<file path="src/rtl/vga_timing_gen.sv">
// VGA raster timing: pixel/line counters with horizontal and vertical phase FSMs and registered sync/blank/frame_start.
// Define VGA_FRAME_COUNT_EN to add the 16-bit frame_cnt output.
module vga_timing_gen #(
  parameter int H_ACTIVE = 640,
  parameter int H_FP     = 16,
  parameter int H_SYNC   = 96,
  parameter int H_BP     = 48,
  parameter int V_ACTIVE = 480,
  parameter int V_FP     = 10,
  parameter int V_SYNC   = 2,
  parameter int V_BP     = 33
) (
  input  logic       vga_clk,
  input  logic       reset_n,
  input  logic       pix_ce,
  output logic       hs,
  output logic       vs,
  output logic       blank,
  output logic [9:0] DrawX,
  output logic [9:0] DrawY,
  output logic       frame_start
`ifdef VGA_FRAME_COUNT_EN
  ,
  output logic [15:0] frame_cnt
`endif
);

  localparam int H_TOTAL = H_ACTIVE + H_FP + H_SYNC + H_BP;
  localparam int V_TOTAL = V_ACTIVE + V_FP + V_SYNC + V_BP;

  localparam logic [9:0] H_LAST       = 10'(H_TOTAL - 1);
  localparam logic [9:0] H_FP_START   = 10'(H_ACTIVE);
  localparam logic [9:0] H_SYNC_START = 10'(H_ACTIVE + H_FP);
  localparam logic [9:0] H_BP_START   = 10'(H_ACTIVE + H_FP + H_SYNC);
  localparam logic [9:0] V_LAST       = 10'(V_TOTAL - 1);
  localparam logic [9:0] V_FP_START   = 10'(V_ACTIVE);
  localparam logic [9:0] V_SYNC_START = 10'(V_ACTIVE + V_FP);
  localparam logic [9:0] V_BP_START   = 10'(V_ACTIVE + V_FP + V_SYNC);

  typedef enum logic [1:0] {
    PH_ACTIVE = 2'd0,
    PH_FRONT  = 2'd1,
    PH_SYNC   = 2'd2,
    PH_BACK   = 2'd3
  } phase_t;

  phase_t     h_state_reg, h_state_next;
  phase_t     v_state_reg, v_state_next;
  logic [9:0] x_reg, x_next;
  logic [9:0] y_reg, y_next;
  logic       h_wrap;
  logic       hs_reg, hs_next;
  logic       vs_reg, vs_next;
  logic       blank_reg, blank_next;
  logic       fs_reg, fs_next;

  // Reset parks everything on the last pixel of the frame so the first
  // enabled cycle lands cleanly on (0,0).
  always_ff @(posedge vga_clk) begin
    if (!reset_n) begin
      h_state_reg <= PH_BACK;
      v_state_reg <= PH_BACK;
      x_reg       <= H_LAST;
      y_reg       <= V_LAST;
      hs_reg      <= 1'b1;
      vs_reg      <= 1'b1;
      blank_reg   <= 1'b0;
      fs_reg      <= 1'b0;
    end else if (pix_ce) begin
      h_state_reg <= h_state_next;
      v_state_reg <= v_state_next;
      x_reg       <= x_next;
      y_reg       <= y_next;
      hs_reg      <= hs_next;
      vs_reg      <= vs_next;
      blank_reg   <= blank_next;
      fs_reg      <= fs_next;
    end
  end

  always_comb begin
    h_wrap = (x_reg == H_LAST);
    x_next = h_wrap ? 10'd0 : x_reg + 10'd1;
    y_next = y_reg;
    if (h_wrap) begin
      y_next = (y_reg == V_LAST) ? 10'd0 : y_reg + 10'd1;
    end

    h_state_next = h_state_reg;
    case (h_state_reg)
      PH_ACTIVE: if (x_next == H_FP_START)   h_state_next = PH_FRONT;
      PH_FRONT:  if (x_next == H_SYNC_START) h_state_next = PH_SYNC;
      PH_SYNC:   if (x_next == H_BP_START)   h_state_next = PH_BACK;
      PH_BACK:   if (x_next == 10'd0)        h_state_next = PH_ACTIVE;
      default:                               h_state_next = PH_BACK;
    endcase

    // The vertical FSM only looks at DrawY on the line wrap.
    v_state_next = v_state_reg;
    if (h_wrap) begin
      case (v_state_reg)
        PH_ACTIVE: if (y_next == V_FP_START)   v_state_next = PH_FRONT;
        PH_FRONT:  if (y_next == V_SYNC_START) v_state_next = PH_SYNC;
        PH_SYNC:   if (y_next == V_BP_START)   v_state_next = PH_BACK;
        PH_BACK:   if (y_next == 10'd0)        v_state_next = PH_ACTIVE;
        default:                               v_state_next = PH_BACK;
      endcase
    end
  end

  // Outputs are decoded from the next state so the registered values line
  // up with the registered DrawX/DrawY.
  always_comb begin
    hs_next    = (h_state_next != PH_SYNC);
    vs_next    = (v_state_next != PH_SYNC);
    blank_next = (h_state_next == PH_ACTIVE) && (v_state_next == PH_ACTIVE);
    fs_next    = (x_next == 10'd0) && (y_next == 10'd0);
  end

  assign hs          = hs_reg;
  assign vs          = vs_reg;
  assign blank       = blank_reg;
  assign DrawX       = x_reg;
  assign DrawY       = y_reg;
  assign frame_start = fs_reg;

`ifdef VGA_FRAME_COUNT_EN
  logic [15:0] frame_cnt_reg;
  logic        frame_seen_reg;

  // The first frame after reset reads 0; later frame starts count up.
  always_ff @(posedge vga_clk) begin
    if (!reset_n) begin
      frame_cnt_reg  <= 16'd0;
      frame_seen_reg <= 1'b0;
    end else if (pix_ce && fs_next) begin
      frame_seen_reg <= 1'b1;
      if (frame_seen_reg) begin
        frame_cnt_reg <= frame_cnt_reg + 16'd1;
      end
    end
  end

  assign frame_cnt = frame_cnt_reg;
`endif

endmodule

</file>
<file path="config.mk">
export PLATFORM = sky130hd
export DESIGN_NAME = vga_timing_gen
export DESIGN_NICKNAME = d
export VERILOG_FILES = /design/src/rtl/vga_timing_gen.sv
export SDC_FILE = /design/constraint.sdc
export NUM_CORES = 1
export LEC_CHECK = 0
export CAP_MARGIN = 20
export CORE_MARGIN = 10
export CORE_UTILIZATION = 55
export DETAILED_ROUTE_END_ITERATION = 10
export PLACE_DENSITY_LB_ADDON = 0.05
export REMOVE_ABC_BUFFERS = 1
export SETUP_SLACK_MARGIN = 0.02
export SLEW_MARGIN = 30
export SYNTH_ARGS = -nofsm -noshare
export SYNTH_HDL_FRONTEND = slang
export SYNTH_SLANG_ARGS = --single-unit
export TNS_END_PERCENT = 1
</file>
<file path="constraint.sdc">
create_clock -name vga_clk -period 5.2 [get_ports vga_clk]
set_input_delay 1.04 -clock vga_clk [delete_from_list [all_inputs] [get_ports vga_clk]]
set_output_delay 1.04 -clock vga_clk [all_outputs]
set_load 0.03 [all_outputs]
</file>
==> results.ini, run 1 <==
[worst_setup_path]
cp-end-kind=flip-flop
cp.required_ns=5.37
cp-start-kind=flip-flop
path_delay_family=simple AND/OR/NAND/NOR gates
critPathBufInv=0
critPathMaxStageDelay_ns=0.59
crit_arrival_ns=3.56
crit_start=DrawX[0]$_SDFFE_PN1P_
path_cells=ha_1, nand4_1, nor3_4, o21ai_1, a2111o_1, nor4_2, nand2_1, and3_1, o32a_1
rr_startpoint=DrawX[0]$_SDFFE_PN1P_
crit_fanout=16
critPathKind=flip-flop to flip-flop
critPathSlowestCell=nor3_4

[sta]
slew_violations=0
max_slew.worst_pin.slew_ns=0.6437
postLayoutSetupSlackWorst_ns=1.815
finalSetupTns_ns=0
finalSetupViolations=0
max_freq_mhz=295.4
period_needed_ns=3.385
rsz0062_at_grt=false
clock_skew_ns=0.003565
fin_crit_sh_pct=65.09
hold_viol_final=0
slew_headroom_pct=56.76

[detailed_routing]
vias=1951
postRouteWirelength_mm=4.957
drtIter0Drc=117
dr.pass1.iters=4
via_per_inst=6.078
routed-wl-met3_um=282
top_layer=met4
remaining_drc_errors=0
ant_nets=0
wl_per_cell_um=15.44
met2WireLength_mm=2.154
wl_met1_mm=2.464

[layout]
multi_input_area_um2=1394
fin_nets=282
fill_cells=346
seq_area_um2=560.5
diodes=0
drive_gt1_share_pct=7.692
area_delta_synth_final_pct=13.58

[floorplan]
die_area_um2=6646
die_w_um=81.53
boundaryPins=27
dieHeight_um=81.53
initial_utilization_pct=56.87
row_count=22
core_um2=3661

[grt]
grt_pass1_wl_mm=8.542
antenna_found_initial=0
track_usage_pct=15.71
grt_pass1_vias=1770
grt.overflow.total=0
grt_max_degree=29

[yosys]
synth_ff_type=dfxtp_1
ys_seq_elements=28
synth_common_cells=nand2_1 (32), dfxtp_1 (28), nand3_1 (16), o21ai_0 (16), clkbuf_1 (13)
synth_seq_area_share_pct=26.92
synth_top_area_share_pct=26.92
synth_area_leaders=dfxtp_1 (27%), nand2_1 (5.8%), nand3_1 (3.8%)
yosys.area.top_type=dfxtp_1
synth_cell_type_count=63
syn_area_um2=2082
syn_area_per_cell_um2=7.916
synth-async-reset-ratio_pct=0
postSynthCellCount=263
synth_edf_count=0
synthMostInstantiatedCell=nand2_1
ys_warn_count=0

[cts]
clockBufferDepth=2
numCtsBuffers=3
holdBufCountCts=0
clock-root-buffer=clkbuf_8
cts.sinks=28
post_cts_buffers=0
clkLatencyLatePin_ns=0.28
clk_pin_slew_worst_paths_ns=0.09
cts_tree=built
cts_resized=0
htreeDepth=1

[power]
ir_worst_vdd_mv=0.1410
seqPwrFrac_pct=40.7
finalPower_mw=0.6400
p_comb_share_pct=40.8
switchingPower_mw=0.2563
p_leak_nw=0.8567
sw_frac_of_total_pct=40.04
internal_power_mw=0.3837
powerDensity_nw_per_um2=270.6
clockPowerShare_pct=18.5

[place]
numPortBuffers=26
place.gp.congestion=0.8494
hpwl_mm=3.605
pre_cts_slack_ns=1.631

[outcome]
outcome=finished clean

[hold_path]
hold_path_class=flip-flop to flip-flop
hp-start=blank$_SDFFE_PN0P_

[run]
maxCapViolCount=0

-- worst paths after layout --
kind / slack, ns / depth (start not counted) / end
worst max-delay path: 1.82 / 9 / vs$_SDFFE_PN1P_
worst min-delay path: 0.47 / 1 / blank$_SDFFE_PN0P_
worst max register to register: 1.82 / 9 / vs$_SDFFE_PN1P_
worst min register to register: 0.47 / 1 / blank$_SDFFE_PN0P_
-- cell usage in the layout (no fill, tap or decap), drive strengths merged, types with 2 or more instances in the layout --
cell type,Yosys,final
o211ai,3,3
a211oi,6,6
nor2,11,11
o21ai,20,20
a311o,2,2
ha,4,4
inv,9,9
nand2,32,32
buf,8,2
clkbuf,13,3
dfxtp,28,28
nor4,4,4
nor2b,3,3
or3b,3,3
xnor2,7,7
mux2i,3,3
nand4,7,7
and3,6,6
clkdlybuf4s50,0,26
nand2b,3,3
a31oi,8,8
or3,2,2
a21oi,6,6
nand4b,2,2
and2,6,6
xor2,6,6
or2,2,2
or4,4,4
o211a,3,3
o311ai,3,3
a21boi,5,5
nand3,17,17
nor3,7,7
a311oi,2,2
-- kinds of logic after synthesis --
kind of cell	synth area share, %
adder cells (fa/ha/maj)	2.404
AND/OR/NAND/NOR	32.93
buffers and inverters	6.430
AO/OA/AOI/OAI	23.50
flip-flops	26.92
XOR/XNOR	6.370
multiplexers	1.442
-- final cells by class --
| class | instances | area share, % |
|---|---|---|
| timing repair buffer | 28 | 11.64 |
| tap | 48 | 2.540 |
| clock buffer | 3 | 1.746 |
| sequential | 28 | 23.70 |
| inverter | 9 | 1.429 |
| multi-input combinational | 205 | 58.94 |
-- power groups by stage --
stage / clock, mW / combinational [mW] / sequential (mW)
6_report: 0.118 / 0.261 / 0.260
5_1_grt: 0.133 / 0.289 / 0.264
4_1_cts: 0.125 / 0.258 / 0.260
3_5_place_dp: 0 / 0.256 / 0.264
3_3_place_gp: 0 / 0.256 / 0.264
2_1_floorplan: 0 / 0.161 / 0.284
-- routing by layer --
| layer | vias to the layer above | global-route usage (%) |
|---|---|---|
| met5 | - | 0 |
| met4 | 0 | 5.190 |
| met3 | 5 | 3.493 |
| met2 | 32 | 23.30 |
| met1 | 920 | 21.85 |
| li1 | 994 | - |
-- worst reg2reg max path: stages, from the launching register on --
cell and delay, ns:
dfxtp_1 0.44, ha_1 0.36, nand4_1 0.34, nor3_4 0.59, o21ai_1 0.19, a2111o_1 0.45
nor4_2 0.33, nand2_1 0.11, and3_1 0.19, o32a_1 0.27
-- stage by stage --
step,hold WS [ns],cells,util (%),cell area (um^2)
after global routing,0.4953,321,64.59,2365
after global placement,0.4519,318,63.29,2317
after CTS,0.4798,321,64.42,2359
after detailed placement,0.4568,318,63.29,2317
final,0.4737,321,64.59,2365
after floorplan,0.5003,242,-,1982
(Power assumes the default switching activity.)
==> run 2, diff against run 1 <==
Settings changed: CORE_UTILIZATION 55 to 50.
Clock period 5.2 ns to 3.1 ns, I/O delays scaled along.
==> run 2 against run 1 <==
- total power grew 77%
- clock skew grew 0.0054 ns
- fmax grew 16%
- cell count grew 6.9%
- cell area grew 6.2%
- sequential share of layout area shrank 1.3 points
- sequential cell count is the same
- register-to-register slack lost 1.6 ns
- critical path type unchanged
- critical endpoint unchanged
- largest power group unchanged
==> results.ini, run 2 (synthesis gave the netlist of run 1 again) <==
[cts]
clockBufferDepth=2  ; unchanged
numCtsBuffers=3  ; unchanged
cts.sinks=28  ; unchanged
htreeDepth=1  ; unchanged
holdBufCountCts=0  ; unchanged
clock-root-buffer=clkbuf_8
cts_tree=built
clkLatencyLatePin_ns=0.28  ; about the same
clk_pin_slew_worst_paths_ns=0.10  ; about the same

[place]
numPortBuffers=26  ; unchanged
place.gp.congestion=0.9047  ; +6.5%
pre_cts_slack_ns=0.1972  ; -1.434 ns
dp_cells=338  ; +6.3%
hpwl_mm=4.051  ; +12%

[hold_path]
hold_path_class=flip-flop to flip-flop

[grt]
grt.overflow.total=0  ; unchanged
track_usage_pct=15.63  ; -0.075 points
grt_max_degree=28  ; -3.4%
antenna_found_initial=0  ; unchanged
grt_pass1_wl_mm=9.611  ; +13%
grt_pass1_vias=1920  ; +8.5%

[layout]
diodes=0  ; unchanged
multi_input_area_um2=1388  ; -0.45%
layoutNonFillerInstCount=343  ; +6.9%
final_common_cell=nand2_1
seq_area_um2=561.8  ; +0.22%
fill_cells=384  ; +11%
fin_nets=302  ; +7.1%
layout_common_cells=nand2_1 (32), dfxtp_1 (27), clkdlybuf4s50_1 (26)
drive_gt1_share_pct=14.33  ; +6.6 points
area_delta_synth_final_pct=20.67

[sta]
max_freq_mhz=343.2  ; +16%
max_slew.worst_pin.slew_ns=0.4495  ; -0.1942 ns
fin_crit_sh_pct=94.00  ; +29 points
postLayoutSetupSlackWorst_ns=0.1861  ; -1.629 ns
rsz0062_at_grt=false
slew_violations=0  ; unchanged
period_needed_ns=2.914  ; -0.4710 ns
slew_headroom_pct=70.00  ; +13 points
finalSetupViolations=0  ; unchanged
hold_viol_final=0  ; unchanged
clock_skew_ns=0.008992  ; +0.005427 ns

[worst_setup_path]
crit_start=DrawX[6]$_SDFFE_PN0P_
critPathKind=flip-flop to flip-flop
rr_endpoint=vs$_SDFFE_PN1P_
r2r_slack_ns=0.19  ; -1.63 ns
cp.required_ns=3.27  ; -2.10 ns
rr_startpoint=DrawX[6]$_SDFFE_PN0P_
cp-end-kind=flip-flop
reg2reg_depth=8  ; -1
cp-endpoint=vs$_SDFFE_PN1P_
cp-start-kind=flip-flop
crit_arrival_ns=3.09  ; -0.47 ns
crit_fanout=10  ; -6

[detailed_routing]
wl_per_cell_um=16.06  ; +4.0%
dr.pass1.iters=5  ; +1
postRouteWirelength_mm=5.510  ; +11%
ant_nets=0  ; unchanged
drtIter0Drc=128  ; +9.4%
remaining_drc_errors=0  ; unchanged
vias=2085  ; +6.9%
via_per_inst=6.079  ; about the same

[floorplan]
die_w_um=84.53  ; +3.7%
row_count=23  ; +4.5%
boundaryPins=27  ; unchanged
core_um2=4029  ; +10%
die_area_um2=7145  ; +7.5%
initial_utilization_pct=51.68  ; -5.2 points
dieHeight_um=84.53  ; +3.7%

[outcome]
outcome=finished clean

[power]
ir_worst_vdd_mv=0.2666  ; +89%
powerDensity_nw_per_um2=451.5  ; +67%
finalPower_mw=1.134  ; +77%
p_leak_nw=0.9542  ; +11%

[run]
maxCapViolCount=0  ; unchanged

==> run 2: changes by cell type in the layout (fill, tap and decap cells not counted) <==
cell,delta
buf_4,+20
dfxtp_1,-1
dfxtp_2,+1
nor3_2,+1
nor3_4,-1
==> run 2: layer usage <==
layer / part of all wire, % / global-route usage [%] / up-vias
li1: - / - / 1034
met1: 48 / 21.52 / 975
met2: 43 / 23.61 / 71
met3: 7.3 / 3.768 / 5
met4: 1.1 / 4.042 / 0
met5: 0 / 0 / -
==> run 2: timing repair <==
action | 4_1_cts | 5_1_grt
setup endpoints to repair | 0 | 1
resized for setup | 0 | 1
setup buffers | 0 | 2
==> run 2: how the worst min path moves through the flow <==
| stage | cells after the start | to | slack [ns] | start |
|---|---|---|---|---|
| after floorplan | 2 | h_state_reg[0]$_SDFFE_PN1P_ | 0.50 | h_state_reg[0]$_SDFFE_PN1P_ |
| after global placement | 2 | frame_start$_SDFFE_PN0P_ | 0.46 | frame_start$_SDFFE_PN0P_ |
| after detailed placement | 1 | blank$_SDFFE_PN0P_ | 0.47 | blank$_SDFFE_PN0P_ |
| after CTS | 1 | blank$_SDFFE_PN0P_ | 0.49 | blank$_SDFFE_PN0P_ |
| after global routing | 1 | blank$_SDFFE_PN0P_ | 0.51 | blank$_SDFFE_PN0P_ |
| final | 1 | blank$_SDFFE_PN0P_ | 0.48 | blank$_SDFFE_PN0P_ |
==> run 2: per-stage QoR <==
| stage | hold slack (ns) | instance area [um^2] | TNS (ns) | utilization (%) |
|---|---|---|---|---|
| after detailed placement | 0.4658 | 2455 | 0 | 60.93 |
| after floorplan | 0.5003 | 1982 | -0.7578 | - |
| after CTS | 0.4880 | 2496 | 0 | 61.96 |
| after global routing | 0.5063 | 2512 | 0 | 62.36 |
| final | 0.4787 | 2512 | 0 | 62.36 |
| after global placement | 0.4620 | 2455 | 0 | 60.93 |
==> run 2: cell type report <==
class / instances / area share (%)
Clock buffer: 3 / 1.643
Inverter: 9 / 1.345
Multi-Input combinational cell: 205 / 55.23
Sequential cell: 28 / 22.36
Tap cell: 50 / 2.490
Timing Repair Buffer: 48 / 16.93
==> run 2: critical path: stages (launching register included) <==
cell      delay, ns
dfxtp_1        0.45
or3b_4         0.48
nor4_4         0.38
mux2i_1        0.15
a2111o_1       0.43
nor4_2         0.34
nand2_1        0.11
and3_1         0.19
o32a_1         0.27
==> run 2: where the power goes <==
group	total, mW	switching (mW)	internal, mW
combinational	0.516	0.304	0.213
sequential	0.414	0.0298	0.384
clock	0.204	0.117	0.0876
total	1.13	0.450	0.684
